**src/rtl/obi_lsu.sv**
```systemverilog
// OBI load/store unit: issues MEM-stage accesses on an OBI data port,
// tracks in-flight requests in an ordered tag FIFO and aligns load data.
module obi_lsu #(
    parameter int WIDTH           = 32,
    parameter int ADDR_WIDTH      = 32,
    parameter int REG_WIDTH       = 5,
    parameter int MAX_OUTSTANDING = 2
) (
    input  logic                  clk,
    input  logic                  rst,
    input  logic                  req_valid_i,
    output logic                  req_ready_o,
    input  logic                  we_i,
    input  logic [1:0]            size_i,
    input  logic                  unsigned_i,
    input  logic [ADDR_WIDTH-1:0] addr_i,
    input  logic [WIDTH-1:0]      wdata_i,
    input  logic [REG_WIDTH-1:0]  rd_i,
    input  logic                  flush_i,
    output logic                  resp_valid_o,
    output logic                  resp_we_o,
    output logic [REG_WIDTH-1:0]  resp_rd_o,
    output logic [WIDTH-1:0]      resp_rdata_o,
    output logic                  misaligned_o,
    output logic                  proto_err_o,
    output logic                  busy_o,
    output logic                  obi_req_o,
    input  logic                  obi_gnt_i,
    output logic [ADDR_WIDTH-1:0] obi_addr_o,
    output logic                  obi_we_o,
    output logic [WIDTH/8-1:0]    obi_be_o,
    output logic [WIDTH-1:0]      obi_wdata_o,
    input  logic                  obi_rvalid_i,
    input  logic [WIDTH-1:0]      obi_rdata_i
);

    localparam int BEW = WIDTH / 8;
    localparam int OFF = $clog2(BEW);
    localparam int PW  = (MAX_OUTSTANDING > 1) ? $clog2(MAX_OUTSTANDING) : 1;
    localparam int CW  = $clog2(MAX_OUTSTANDING + 1);

    typedef struct packed {
        logic                 we;
        logic [REG_WIDTH-1:0] rd;
        logic [OFF-1:0]       off;
        logic [1:0]           size;
        logic                 uns;
        logic                 kill;
    } tag_t;

    logic                  a_pending_q, a_pending_d;
    logic [ADDR_WIDTH-1:0] a_addr_q, a_addr_d;
    logic                  a_we_q, a_we_d;
    logic [BEW-1:0]        a_be_q, a_be_d;
    logic [WIDTH-1:0]      a_wdata_q, a_wdata_d;
    tag_t                  a_tag_q, a_tag_d;

    tag_t                  fifo_q [MAX_OUTSTANDING];
    logic [PW-1:0]         wptr_q, wptr_d;
    logic [PW-1:0]         rptr_q, rptr_d;
    logic [CW-1:0]         count_q, count_d;

    logic                  resp_valid_q, resp_valid_d;
    logic                  resp_we_q, resp_we_d;
    logic [REG_WIDTH-1:0]  resp_rd_q, resp_rd_d;
    logic [WIDTH-1:0]      resp_rdata_q, resp_rdata_d;
    logic                  mis_q, mis_d;
    logic                  perr_q, perr_d;

    logic [OFF-1:0]        off;
    logic                  mis;
    logic [BEW-1:0]        be_mask;
    logic                  hs, hs_ok, gnt, pop;
    tag_t                  head, push_tag;
    logic [WIDTH-1:0]      sh, ld;

    assign off         = addr_i[OFF-1:0];
    assign req_ready_o = !a_pending_q && (count_q < CW'(MAX_OUTSTANDING));
    assign hs          = req_valid_i && req_ready_o;
    assign hs_ok       = hs && !mis;
    assign gnt         = a_pending_q && obi_gnt_i;
    assign pop         = obi_rvalid_i && (count_q != '0);
    assign head        = fifo_q[rptr_q];

    always_comb begin
        mis     = 1'b0;
        be_mask = BEW'(1);
        case (size_i)
            2'b01: begin
                mis     = off[0];
                be_mask = BEW'(3);
            end
            2'b10: begin
                mis     = |off[1:0];
                be_mask = BEW'(15);
            end
            2'b11: begin
                mis     = (WIDTH == 32) || (|off);
                be_mask = '1;
            end
            default: ;
        endcase
    end

    // Offset and size travel with the tag so the response can be realigned.
    always_comb begin
        sh = obi_rdata_i >> {head.off, 3'b000};
        case (head.size)
            2'b00:   ld = head.uns ? WIDTH'(sh[7:0])
                                   : WIDTH'($signed(sh[7:0]));
            2'b01:   ld = head.uns ? WIDTH'(sh[15:0])
                                   : WIDTH'($signed(sh[15:0]));
            2'b10:   ld = head.uns ? WIDTH'(sh[31:0])
                                   : WIDTH'($signed(sh[31:0]));
            default: ld = sh;
        endcase
    end

    always_comb begin
        a_pending_d = a_pending_q;
        a_addr_d    = a_addr_q;
        a_we_d      = a_we_q;
        a_be_d      = a_be_q;
        a_wdata_d   = a_wdata_q;
        a_tag_d     = a_tag_q;
        if (flush_i) a_tag_d.kill = 1'b1;
        if (gnt) a_pending_d = 1'b0;
        if (hs_ok) begin
            a_pending_d = 1'b1;
            a_addr_d    = {addr_i[ADDR_WIDTH-1:OFF], {OFF{1'b0}}};
            a_we_d      = we_i;
            a_be_d      = be_mask << off;
            a_wdata_d   = wdata_i << {off, 3'b000};
            a_tag_d     = '{we: we_i, rd: rd_i, off: off, size: size_i,
                            uns: unsigned_i, kill: flush_i};
        end
    end

    always_comb begin
        push_tag      = a_tag_q;
        push_tag.kill = a_tag_q.kill | flush_i;
        wptr_d        = wptr_q;
        rptr_d        = rptr_q;
        if (gnt)
            wptr_d = (wptr_q == PW'(MAX_OUTSTANDING - 1)) ? '0 : wptr_q + 1'b1;
        if (pop)
            rptr_d = (rptr_q == PW'(MAX_OUTSTANDING - 1)) ? '0 : rptr_q + 1'b1;
        count_d = count_q + CW'(gnt) - CW'(pop);
    end

    always_comb begin
        resp_valid_d = pop && !head.kill;
        resp_we_d    = resp_we_q;
        resp_rd_d    = resp_rd_q;
        resp_rdata_d = resp_rdata_q;
        if (pop) begin
            resp_we_d    = head.we;
            resp_rd_d    = head.rd;
            resp_rdata_d = head.we ? '0 : ld;
        end
        mis_d  = hs && mis;
        perr_d = perr_q || (obi_rvalid_i && (count_q == '0));
    end

    always_ff @(posedge clk) begin
        if (rst) begin
            a_pending_q  <= 1'b0;
            a_addr_q     <= '0;
            a_we_q       <= 1'b0;
            a_be_q       <= '0;
            a_wdata_q    <= '0;
            a_tag_q      <= '0;
            for (int i = 0; i < MAX_OUTSTANDING; i++) fifo_q[i] <= '0;
            wptr_q       <= '0;
            rptr_q       <= '0;
            count_q      <= '0;
            resp_valid_q <= 1'b0;
            resp_we_q    <= 1'b0;
            resp_rd_q    <= '0;
            resp_rdata_q <= '0;
            mis_q        <= 1'b0;
            perr_q       <= 1'b0;
        end else begin
            a_pending_q  <= a_pending_d;
            a_addr_q     <= a_addr_d;
            a_we_q       <= a_we_d;
            a_be_q       <= a_be_d;
            a_wdata_q    <= a_wdata_d;
            a_tag_q      <= a_tag_d;
            // Killed entries still drain through OBI; only the response is muted.
            if (flush_i)
                for (int i = 0; i < MAX_OUTSTANDING; i++) fifo_q[i].kill <= 1'b1;
            if (gnt) fifo_q[wptr_q] <= push_tag;
            wptr_q       <= wptr_d;
            rptr_q       <= rptr_d;
            count_q      <= count_d;
            resp_valid_q <= resp_valid_d;
            resp_we_q    <= resp_we_d;
            resp_rd_q    <= resp_rd_d;
            resp_rdata_q <= resp_rdata_d;
            mis_q        <= mis_d;
            perr_q       <= perr_d;
        end
    end

    assign resp_valid_o = resp_valid_q;
    assign resp_we_o    = resp_we_q;
    assign resp_rd_o    = resp_rd_q;
    assign resp_rdata_o = resp_rdata_q;
    assign misaligned_o = mis_q;
    assign proto_err_o  = perr_q;
    assign busy_o       = a_pending_q || (count_q != '0);
    assign obi_req_o    = a_pending_q;
    assign obi_addr_o   = a_addr_q;
    assign obi_we_o     = a_we_q;
    assign obi_be_o     = a_be_q;
    assign obi_wdata_o  = a_wdata_q;

endmodule

```
**config.mk**
```make
export PLATFORM = sky130hd
export DESIGN_NAME = obi_lsu
export DESIGN_NICKNAME = d
export VERILOG_FILES = /design/src/rtl/obi_lsu.sv
export SDC_FILE = /design/constraint.sdc
export NUM_CORES = 1
export LEC_CHECK = 0
export ABC_AREA = 1
export ABC_CLOCK_PERIOD_IN_PS = 1700
export CORE_MARGIN = 3
export CORE_UTILIZATION = 42
export DETAILED_ROUTE_END_ITERATION = 12
export PLACE_DENSITY = 0.77
export SETUP_SLACK_MARGIN = 0.02
export SYNTH_ARGS = -nofsm -noshare
export SYNTH_HDL_FRONTEND = slang
export SYNTH_SLANG_ARGS = --single-unit
export TNS_END_PERCENT = 1
```
**constraint.sdc**
```tcl
create_clock -name clk -period 1.7 [get_ports clk]
set_input_delay 0.255 -clock clk [delete_from_list [all_inputs] [get_ports clk]]
set_output_delay 0.255 -clock clk [all_outputs]
set_load 0.03 [all_outputs]
```
==> results of run 1 <==
## final cells by class
type	count	area, um^2
clock buffers	26	547
clock inverters	6	109
fillers	1355	5360
inverters	43	169
multi-input cells	637	3050
flip-flops and latches	149	3220
well taps	211	264
repair buffers	274	2650
## worst max-delay path, cell delays in order (launching register included)
cell and delay [ns]:
dfxtp_1 0.37, buf_4 0.16, dlygate4sd2_1 0.40
## placed cells by master, fill, tap and decap left out, drive strengths merged
cell           instances
a211oi                 2
a21oi                 90
a22oi                  8
a31oi                  5
buf                   55
bufinv                 3
clkbuf                26
clkdlybuf4s15          1
clkdlybuf4s50        109
clkinv                 7
conb                   2
dfxtp                125
dlygate4sd2          103
dlymetal6s2s           6
edfxtp                24
ha                     2
inv                   39
mux2i                  1
nand2                242
nand3                 53
nor2                 124
nor3                   1
nor3b                  1
o211ai                15
o21ai                 89
o31ai                  1
xor2                   1
## cells by family (layout without fill, tap and decap cells)
logic type | count (synthesis) | after routing | share of synthesized area [%]
buffers and inverters | 103 | 349 | 7.13
other | 1 | 2 | 0.0561
AND/OR/NAND/NOR | 421 | 421 | 26.5
AO/OA/AOI/OAI | 210 | 210 | 17.5
multiplexers | 1 | 1 | 0.150
flip-flops | 149 | 149 | 48.2
XOR/XNOR | 1 | 1 | 0.131
adder cells (fa/ha/maj) | 2 | 2 | 0.374
## worst paths after layout
path	endpoint	startpoint	cells after the start
max	obi_req_o	obi_req_o$_SDFFE_PP0P_	2
min	resp_rdata_o[11]$_SDFFE_PP0P_	rst	3
max reg2reg	count_q[1]$_SDFF_PP0_	count_q[1]$_SDFF_PP0_	9
min reg2reg	rptr_q$_SDFFE_PP0P_	rptr_q$_SDFFE_PP0P_	1
## metal layers
layer,vias to the layer above,global-route usage (%)
met4,0,6.88
met3,31,9.08
met2,293,37.0
li1,3387,-
met5,-,0
met1,3155,29.7
## sequential cells by signal, summed over array words and instances, names as in the netlist, named ones only
name / count
rptr_q: 1
resp_rd_o: 5
obi_req_o: 1
misaligned_o: 1
resp_valid_o: 1
a_tag_q: 12
wptr_q: 1
resp_we_o: 1
obi_be_o: 4
obi_addr_o: 30
fifo_q: 24
proto_err_o: 1
resp_rdata_o: 32
count_q: 2
obi_wdata_o: 32
## through the flow
step                setup TNS [ns]  utilization, %  cells
floorplan                    -6.21               -    889
global placement            -0.783            61.0   1313
detailed placement           -4.42            61.0   1313
CTS                              0            64.5   1345
global route               -0.0265            65.2   1346
finish                           0            65.2   1346
## synthesized netlist by cell type
library cell and instances:
nand2_4 5, inv_2 3, mux2i_1 1, o21ai_2 2
buf_1 2, buf_4 4, xor2_1 1, conb_1 1
a211oi_1 2, inv_6 1, o21ai_1 1, edfxtp_1 24
buf_8 1, o21ai_0 86, a21oi_1 80, nand3_4 2
clkinv_1 4, o31ai_1 1, nor3b_1 1, a22oi_1 8
o211ai_1 15, nor2_4 2, buf_12 2, clkbuf_1 35
a21oi_2 10, a31oi_1 5, nor2_2 2, inv_1 35
nand2_2 14, dfxtp_1 125, nor3_1 1, buf_2 15
nor2_1 120, nand2_1 223, buf_6 1, nand3_1 51
ha_1 2
## power by group
group	internal (W)	switching, W	total (W)
combinational	0.00160	0.00268	0.00429
sequential	0.00401	0.000218	0.00423
clock	0.00267	0.00142	0.00409
total	0.00828	0.00432	0.0126
## repair_timing
| item | 4_1_cts | 5_1_grt |
|---|---|---|
| pin swaps | 0 | 3 |
| endpoints found under the setup margin | 116 | 33 |
| hold endpoints to repair | 0 | 0 |
| gates resized for setup | 108 | 27 |
| buffers inserted | 0 | 1 |
==> flow_summary.html, run 1 <==
<table>
<tr><th>Metric</th><th>Value</th></tr>
<tr><th colspan="2">Status</th></tr>
<tr><td>Run status</td><td>finished, final reports clean</td></tr>
<tr><th colspan="2">STA</th></tr>
<tr><td>Worst hold slack</td><td>0.333 ns</td></tr>
<tr><td>Worst relative slew slack</td><td>65.5%</td></tr>
<tr><td>Number of endpoints with negative hold slack in the final report</td><td>0</td></tr>
<tr><td>Setup slack after layout</td><td>0.109 ns</td></tr>
<tr><td>Final Skew</td><td>0.00850 ns</td></tr>
<tr><td>Final setup violation count</td><td>0</td></tr>
<tr><td>Max-slew violation total from the final report</td><td>0</td></tr>
<tr><td>Final Cycle Share</td><td>between 90 and 100%</td></tr>
<tr><td>Highest Clock Rate</td><td>about 0.63 GHz</td></tr>
<tr><td>Fin crit period</td><td>1.59 ns</td></tr>
<tr><td>Actual slew at the worst max-slew pin</td><td>0.512 ns</td></tr>
<tr><th colspan="2">CTS</th></tr>
<tr><td>H-tree depth</td><td>4</td></tr>
<tr><td>Clock-pin slew on the worst setup and hold paths</td><td>about 0.060 ns</td></tr>
<tr><td>Maximum clock path buffer count</td><td>2</td></tr>
<tr><td>Master cell of the clock root buffer</td><td>clkbuf_16</td></tr>
<tr><td>Clock buffers created by TritonCTS</td><td>17</td></tr>
<tr><td>CTS hold repair buffers</td><td>0</td></tr>
<tr><td>CTS tree</td><td>done</td></tr>
<tr><td>Number of clock sinks</td><td>149</td></tr>
<tr><td>Clock insertion delay at the later pin of the skew report</td><td>0.42 ns</td></tr>
<tr><th colspan="2">Critical path</th></tr>
<tr><td>Crit path DAT</td><td>1.34 ns</td></tr>
<tr><td>CP Class</td><td>reg2out</td></tr>
<tr><td>Startpoint Class</td><td>flop</td></tr>
<tr><td>Critical Path Fanout Max</td><td>4</td></tr>
<tr><td>R2R Setup Slk</td><td>0.12 ns</td></tr>
<tr><td>Crit end category</td><td>output pin</td></tr>
<tr><td>Critical path data required time</td><td>1.44 ns</td></tr>
<tr><th colspan="2">Logic synthesis</th></tr>
<tr><td>Gate count of the mapped netlist</td><td>888</td></tr>
<tr><td>Cells taking the most area after synthesis</td><td>dfxtp_1 (37%), nand2_1 (13%), edfxtp_1 (11%), nor2_1 (6.7%), o21ai_0 (6.4%)</td></tr>
<tr><td>Mean instance size in the synthesized netlist</td><td>around 7.5 um^2</td></tr>
<tr><td>Largest area contributor in the netlist</td><td>dfxtp_1</td></tr>
<tr><td>Number of unique standard cell types used by synthesis</td><td>37</td></tr>
<tr><td>Flops &amp; latches, synth</td><td>between 100 and 150</td></tr>
<tr><td>Cell Area, Synth</td><td>~6700 um^2</td></tr>
<tr><td>Proportion of netlist area held by the largest area contributor</td><td>37.4%</td></tr>
<tr><td>Sequential area share after synthesis</td><td>48.2%</td></tr>
<tr><td>Yosys warnings</td><td>0</td></tr>
<tr><th colspan="2">Global routing</th></tr>
<tr><td>Initial antenna violation count</td><td>0</td></tr>
<tr><td>Wire length of the first global-routing pass</td><td>33,100 um</td></tr>
<tr><td>Remaining global-route overflow</td><td>0</td></tr>
<tr><td>Maximum number of pins on one net before global-route repair</td><td>between 60 and 70</td></tr>
<tr><td>Number of global-route vias before repair</td><td>between 6,000 and 7,000</td></tr>
<tr><td>Overall global routing resource usage</td><td>roughly a quarter</td></tr>
<tr><th colspan="2">Detailed routing</th></tr>
<tr><td>Per-cell routed wire length</td><td>15.5 um</td></tr>
<tr><td>DR vias</td><td>6,866</td></tr>
<tr><td>Met1 Routed Length</td><td>8690 um</td></tr>
<tr><td>DR vias/cell</td><td>about 5.1</td></tr>
<tr><td>Aggregate routed wire length</td><td>20,800 um</td></tr>
<tr><td>Number of design-rule violations left by the first detailed-router iteration</td><td>around 570</td></tr>
<tr><td>Initial DRT Pass Iterations</td><td>7</td></tr>
<tr><td>Top sig layer</td><td>met4</td></tr>
<tr><td>DRC Markers</td><td>0</td></tr>
<tr><td>ANT nets after route</td><td>0</td></tr>
<tr><td>Routed wire length on met3</td><td>2000 um</td></tr>
<tr><td>Met2 wire length</td><td>9740 um</td></tr>
<tr><th colspan="2">Floorplan</th></tr>
<tr><td>Die span in y</td><td>132 um</td></tr>
<tr><td>I/O pin total</td><td>224</td></tr>
<tr><td>Die extent in x</td><td>132 um</td></tr>
<tr><td>Die Outline Area</td><td>around 17,000 um^2</td></tr>
<tr><td>Core region area</td><td>15,400 um^2</td></tr>
<tr><td>Row count</td><td>45</td></tr>
<tr><td>Initial standard-cell utilization of the core</td><td>43.5%</td></tr>
<tr><th colspan="2">Power and ir drop</th></tr>
<tr><td>VDD IR max</td><td>between 1 and 1.5 mV</td></tr>
<tr><td>Cell leakage power</td><td>roughly 4.6 nW</td></tr>
<tr><td>Total chip power</td><td>roughly 0.013 W</td></tr>
<tr><td>P per Cell Area</td><td>1260 nW/um^2</td></tr>
<tr><th colspan="2">Flow run</th></tr>
<tr><td>Reported max-cap violation count</td><td>0</td></tr>
<tr><th colspan="2">Placed design</th></tr>
<tr><td>Pre-CTS setup slack</td><td>-0.103 ns</td></tr>
<tr><td>Post-detailed-placement half-perimeter wirelength</td><td>between 10,000 and 15,000 um</td></tr>
<tr><td>Port Buffer Count</td><td>~220</td></tr>
<tr><td>Area post-placement</td><td>roughly 9400 um^2</td></tr>
<tr><td>RD Place Congestion</td><td>0.966</td></tr>
<tr><th colspan="2">Min path</th></tr>
<tr><td>Hold crit path type</td><td>in2reg</td></tr>
<tr><th colspan="2">Cells and area</th></tr>
<tr><td>Finished Cell Area</td><td>10,000 um^2</td></tr>
<tr><td>Area Growth Syn to Fin</td><td>49.8%</td></tr>
<tr><td>Ant diodes</td><td>0</td></tr>
<tr><td>Ratio of cells with drive above 1 in the final layout</td><td>12.1%</td></tr>
<tr><td>Net count, final</td><td>1,235</td></tr>
</table>
Note: power is estimated with default switching activity, not from simulation.
==> inputs of run 2 (changes only) <==
- ABC_CLOCK_PERIOD_IN_PS: 1700 -> 1400
- clock period: 1.7 -> 1.4 ns (I/O delays scaled with it)
==> run 2 against run 1 <==
  * Sequential share of layout area decreased by 0.93 points
  * Critical path depth increased by 2
  * First-iteration DRC count decreased by 16%
  * Worst hold slack got worse by 0.054 ns
  * Sequential power increased by 22%
  * The flow now finishes with violations (setup timing)
==> flow_summary.html, run 2 (synthesis results as in run 1) <==
<table>
<tr><th>Metric</th><th>Value</th></tr>
<tr><th colspan="2">Critical path</th></tr>
<tr><td>Depth of the most critical reg-to-reg path</td><td>9 (unchanged)</td></tr>
<tr><td>Cell-by-cell listing of the critical path</td><td>buf_4 &gt; nor2_2 &gt; nand2_2 &gt; buf_12</td></tr>
<tr><td>Crit path DAT</td><td>1.34 ns (about the same)</td></tr>
<tr><td>Critical path data required time</td><td>1.19 ns (-0.25 ns)</td></tr>
<tr><td>Critical Path Fanout Max</td><td>3 (-1)</td></tr>
<tr><td>Crit-path slowest cell</td><td>dfxtp_4</td></tr>
<tr><td>CP Class</td><td>reg2out</td></tr>
<tr><td>Largest stage delay, worst path</td><td>0.36 ns (-0.04 ns)</td></tr>
<tr><td>Startpoint Class</td><td>flop</td></tr>
<tr><td>Crit end category</td><td>output pin</td></tr>
<tr><th colspan="2">Cells and area</th></tr>
<tr><td>Ant diodes</td><td>0 (unchanged)</td></tr>
<tr><td>Area taken by flip-flops and latches</td><td>3230 um^2 (+0.27%)</td></tr>
<tr><td>Finished Cell Area</td><td>10,300 um^2 (+3.2%)</td></tr>
<tr><td>Multi-input gate area in the final layout</td><td>3210 um^2 (+5.4%)</td></tr>
<tr><td>Ratio of cells with drive above 1 in the final layout</td><td>24.2% (+12 points)</td></tr>
<tr><td>Most frequent standard cell in the layout excluding fill and tap cells</td><td>nand2_1</td></tr>
<tr><td>Top library cells by usage in the layout, fill and taps aside</td><td>nand2_1 (213), dfxtp_1 (121), nor2_1 (112)</td></tr>
<tr><td>Area Growth Syn to Fin</td><td>54.7%</td></tr>
<tr><td>Net count, final</td><td>1,261 (+2.1%)</td></tr>
<tr><td>Filler instances</td><td>1,288 (-4.9%)</td></tr>
<tr><th colspan="2">STA</th></tr>
<tr><td>RSZ-0062 raised after global routing</td><td>yes</td></tr>
<tr><td>Number of endpoints with negative hold slack in the final report</td><td>0 (unchanged)</td></tr>
<tr><td>Highest Clock Rate</td><td>0.647 GHz</td></tr>
<tr><td>Setup slack after layout</td><td>-0.145 ns (-0.254 ns)</td></tr>
<tr><td>Final Cycle Share</td><td>110%</td></tr>
<tr><td>Final Skew</td><td>0.0111 ns (+0.00265 ns)</td></tr>
<tr><td>Final setup violation count</td><td>61 (+61)</td></tr>
<tr><td>Max-slew violation total from the final report</td><td>0 (unchanged)</td></tr>
<tr><td>Fin crit period</td><td>1.55 ns</td></tr>
<tr><td>Worst hold slack</td><td>0.279 ns (-0.0536 ns)</td></tr>
<tr><th colspan="2">Power and ir drop</th></tr>
<tr><td>Clock share of power</td><td>28.7% (-3.7 points)</td></tr>
<tr><td>Part of the total power dissipated in combinational logic</td><td>37.7% (+3.7 points)</td></tr>
<tr><td>Total chip power</td><td>0.0154 W (+22%)</td></tr>
<tr><td>Sw frac</td><td>36.9% (+2.6 points)</td></tr>
<tr><td>Internal Dissipation</td><td>0.00972 W (+17%)</td></tr>
<tr><td>P per Cell Area</td><td>1490 nW/um^2 (+18%)</td></tr>
<tr><td>VDD IR max</td><td>0.990 mV (-5.8%)</td></tr>
<tr><td>Cell leakage power</td><td>4.29 nW (-6.4%)</td></tr>
<tr><td>Sequential share of power</td><td>33.6% (about the same)</td></tr>
<tr><td>Switching power total</td><td>0.00568 W (+32%)</td></tr>
<tr><th colspan="2">CTS</th></tr>
<tr><td>Number of clock sinks</td><td>149 (unchanged)</td></tr>
<tr><td>Clock buffers created by TritonCTS</td><td>17 (unchanged)</td></tr>
<tr><td>Master cell of the clock root buffer</td><td>clkbuf_16</td></tr>
<tr><td>Clock-pin slew on the worst setup and hold paths</td><td>0.07 ns (about the same)</td></tr>
<tr><td>Clock insertion delay at the later pin of the skew report</td><td>0.43 ns (about the same)</td></tr>
<tr><td>H-tree depth</td><td>4 (unchanged)</td></tr>
<tr><td>CTS tree</td><td>done</td></tr>
<tr><td>Maximum clock path buffer count</td><td>2 (unchanged)</td></tr>
<tr><th colspan="2">Floorplan</th></tr>
<tr><td>Die extent in x</td><td>132 um (unchanged)</td></tr>
<tr><td>Initial standard-cell utilization of the core</td><td>43.5% (unchanged)</td></tr>
<tr><td>I/O pin total</td><td>224 (unchanged)</td></tr>
<tr><td>Row count</td><td>45 (unchanged)</td></tr>
<tr><td>Die span in y</td><td>132 um (unchanged)</td></tr>
<tr><td>Core region area</td><td>15,400 um^2 (unchanged)</td></tr>
<tr><td>Die Outline Area</td><td>17,500 um^2 (unchanged)</td></tr>
<tr><th colspan="2">Min path</th></tr>
<tr><td>Hold Crit Depth</td><td>3 (unchanged)</td></tr>
<tr><td>Hold crit path type</td><td>in2reg</td></tr>
<tr><th colspan="2">Placed design</th></tr>
<tr><td>Post-detailed-placement half-perimeter wirelength</td><td>15,000 um (+1.5%)</td></tr>
<tr><td>Pre-CTS setup slack</td><td>-0.451 ns (-0.348 ns)</td></tr>
<tr><td>RD Place Congestion</td><td>0.945 (-2.1%)</td></tr>
<tr><td>Area post-placement</td><td>9650 um^2 (+2.9%)</td></tr>
<tr><td>Port Buffer Count</td><td>221 (unchanged)</td></tr>
<tr><th colspan="2">Detailed routing</th></tr>
<tr><td>DRC Markers</td><td>0 (unchanged)</td></tr>
<tr><td>Initial DRT Pass Iterations</td><td>5 (-2)</td></tr>
<tr><td>Number of design-rule violations left by the first detailed-router iteration</td><td>483 (-16%)</td></tr>
<tr><td>DR vias/cell</td><td>5.15 (+0.86%)</td></tr>
<tr><td>ANT nets after route</td><td>0 (unchanged)</td></tr>
<tr><td>Aggregate routed wire length</td><td>21,600 um (+3.7%)</td></tr>
<tr><td>DR vias</td><td>7,059 (+2.8%)</td></tr>
<tr><td>Per-cell routed wire length</td><td>15.8 um (+1.7%)</td></tr>
<tr><th colspan="2">Flow run</th></tr>
<tr><td>Reported max-cap violation count</td><td>0 (unchanged)</td></tr>
<tr><th colspan="2">Status</th></tr>
<tr><td>Violated checks</td><td>setup timing</td></tr>
<tr><td>Run status</td><td>complete, but fails checks</td></tr>
<tr><th colspan="2">Global routing</th></tr>
<tr><td>Wire length of the first global-routing pass</td><td>33,500 um (+1.2%)</td></tr>
<tr><td>Overall global routing resource usage</td><td>23.8% (+0.42 points)</td></tr>
<tr><td>Number of global-route vias before repair</td><td>6,612 (+3.8%)</td></tr>
<tr><td>Remaining global-route overflow</td><td>0 (unchanged)</td></tr>
<tr><td>Maximum number of pins on one net before global-route repair</td><td>67 (unchanged)</td></tr>
<tr><td>Initial antenna violation count</td><td>0 (unchanged)</td></tr>
</table>
[run 2: cell types whose count changed in the layout (fill, tap and decap cells not counted), sizes merged]
cell	delta
dlygate4sd2	-101
clkdlybuf4s15	+55
clkbuf	+40
buf	+27
clkinvlp	+5
dlymetal6s2s	-5
inv	+5
bufinv	-2
clkinv	+2
clkdlybuf4s50	-1
nand3	+1
[run 2: worst max-delay path, delay by kind of cell (launching register included)]
kind / cells / cell delay (ns)
buffers and inverters: 2 / 0.29
DFF: 1 / 0.36
and+or+nand+nor: 2 / 0.25
[run 2: what timing repair did]
item	CTS	global route
gates cloned	0	4
hold endpoints to repair	0	0
setup buffers	0	2
endpoints found under the setup margin	252	209
resized for setup	241	120
pin swaps	1	5
hold buffers	0	0
[run 2: per-stage QoR]
step / setup TNS [ns] / instances / utilization, %
4_1_cts: -6.51 / 1366 / 66.8
3_3_place_gp: -47.45 / 1334 / 62.8
6_report: -3.83 / 1372 / 67.3
2_1_floorplan: -16.28 / 889 / -
3_5_place_dp: -50.56 / 1334 / 62.8
5_1_grt: -10.22 / 1372 / 67.3
[run 2: power by group through the flow]
stage	clock network [W]	registers [W]	logic, W
finish	0.00442	0.00518	0.00581
global route	0.00465	0.00523	0.00625
CTS	0.00448	0.00517	0.00546
detailed placement	0	0.00525	0.00558
global placement	0	0.00525	0.00551
floorplan	0	0.00601	0.00249
[run 2: metal layers]
layer | vias to the layer above | wire length [um] | GRT usage, % | part of all wire (%)
met5 | - | 0 | 0 | 0
met4 | 0 | 455 | 7.99 | 2.1
met3 | 41 | 2230 | 8.97 | 10
met2 | 322 | 10400 | 39.6 | 48
met1 | 3249 | 8530 | 28.3 | 39
li1 | 3447 | - | - | -
[run 2: final cells by class]
type / count / share of cell area, %
Clock buffer: 17 / 4.11
Clock inverter: 15 / 1.39
Inverter: 43 / 1.72
Multi-Input combinational cell: 638 / 31.1
Sequential cell: 149 / 31.3
Tap cell: 211 / 2.55
Timing Repair Buffer: 298 / 27.8
Timing Repair inverter: 1 / 0.0726
[run 2: worst paths after layout]
kind,start,to,slack (ns)
hold / removal,rst,resp_rdata_o[11]$_SDFFE_PP0P_,0.28
hold reg to reg,fifo_q[0][0]$_DFFE_PP_,resp_valid_o$_SDFF_PP0_,0.45
setup / recovery,count_q[1]$_SDFF_PP0_,busy_o,-0.15
setup reg to reg,flop,resp_rdata_o[29]$_SDFFE_PP0P_,-0.15
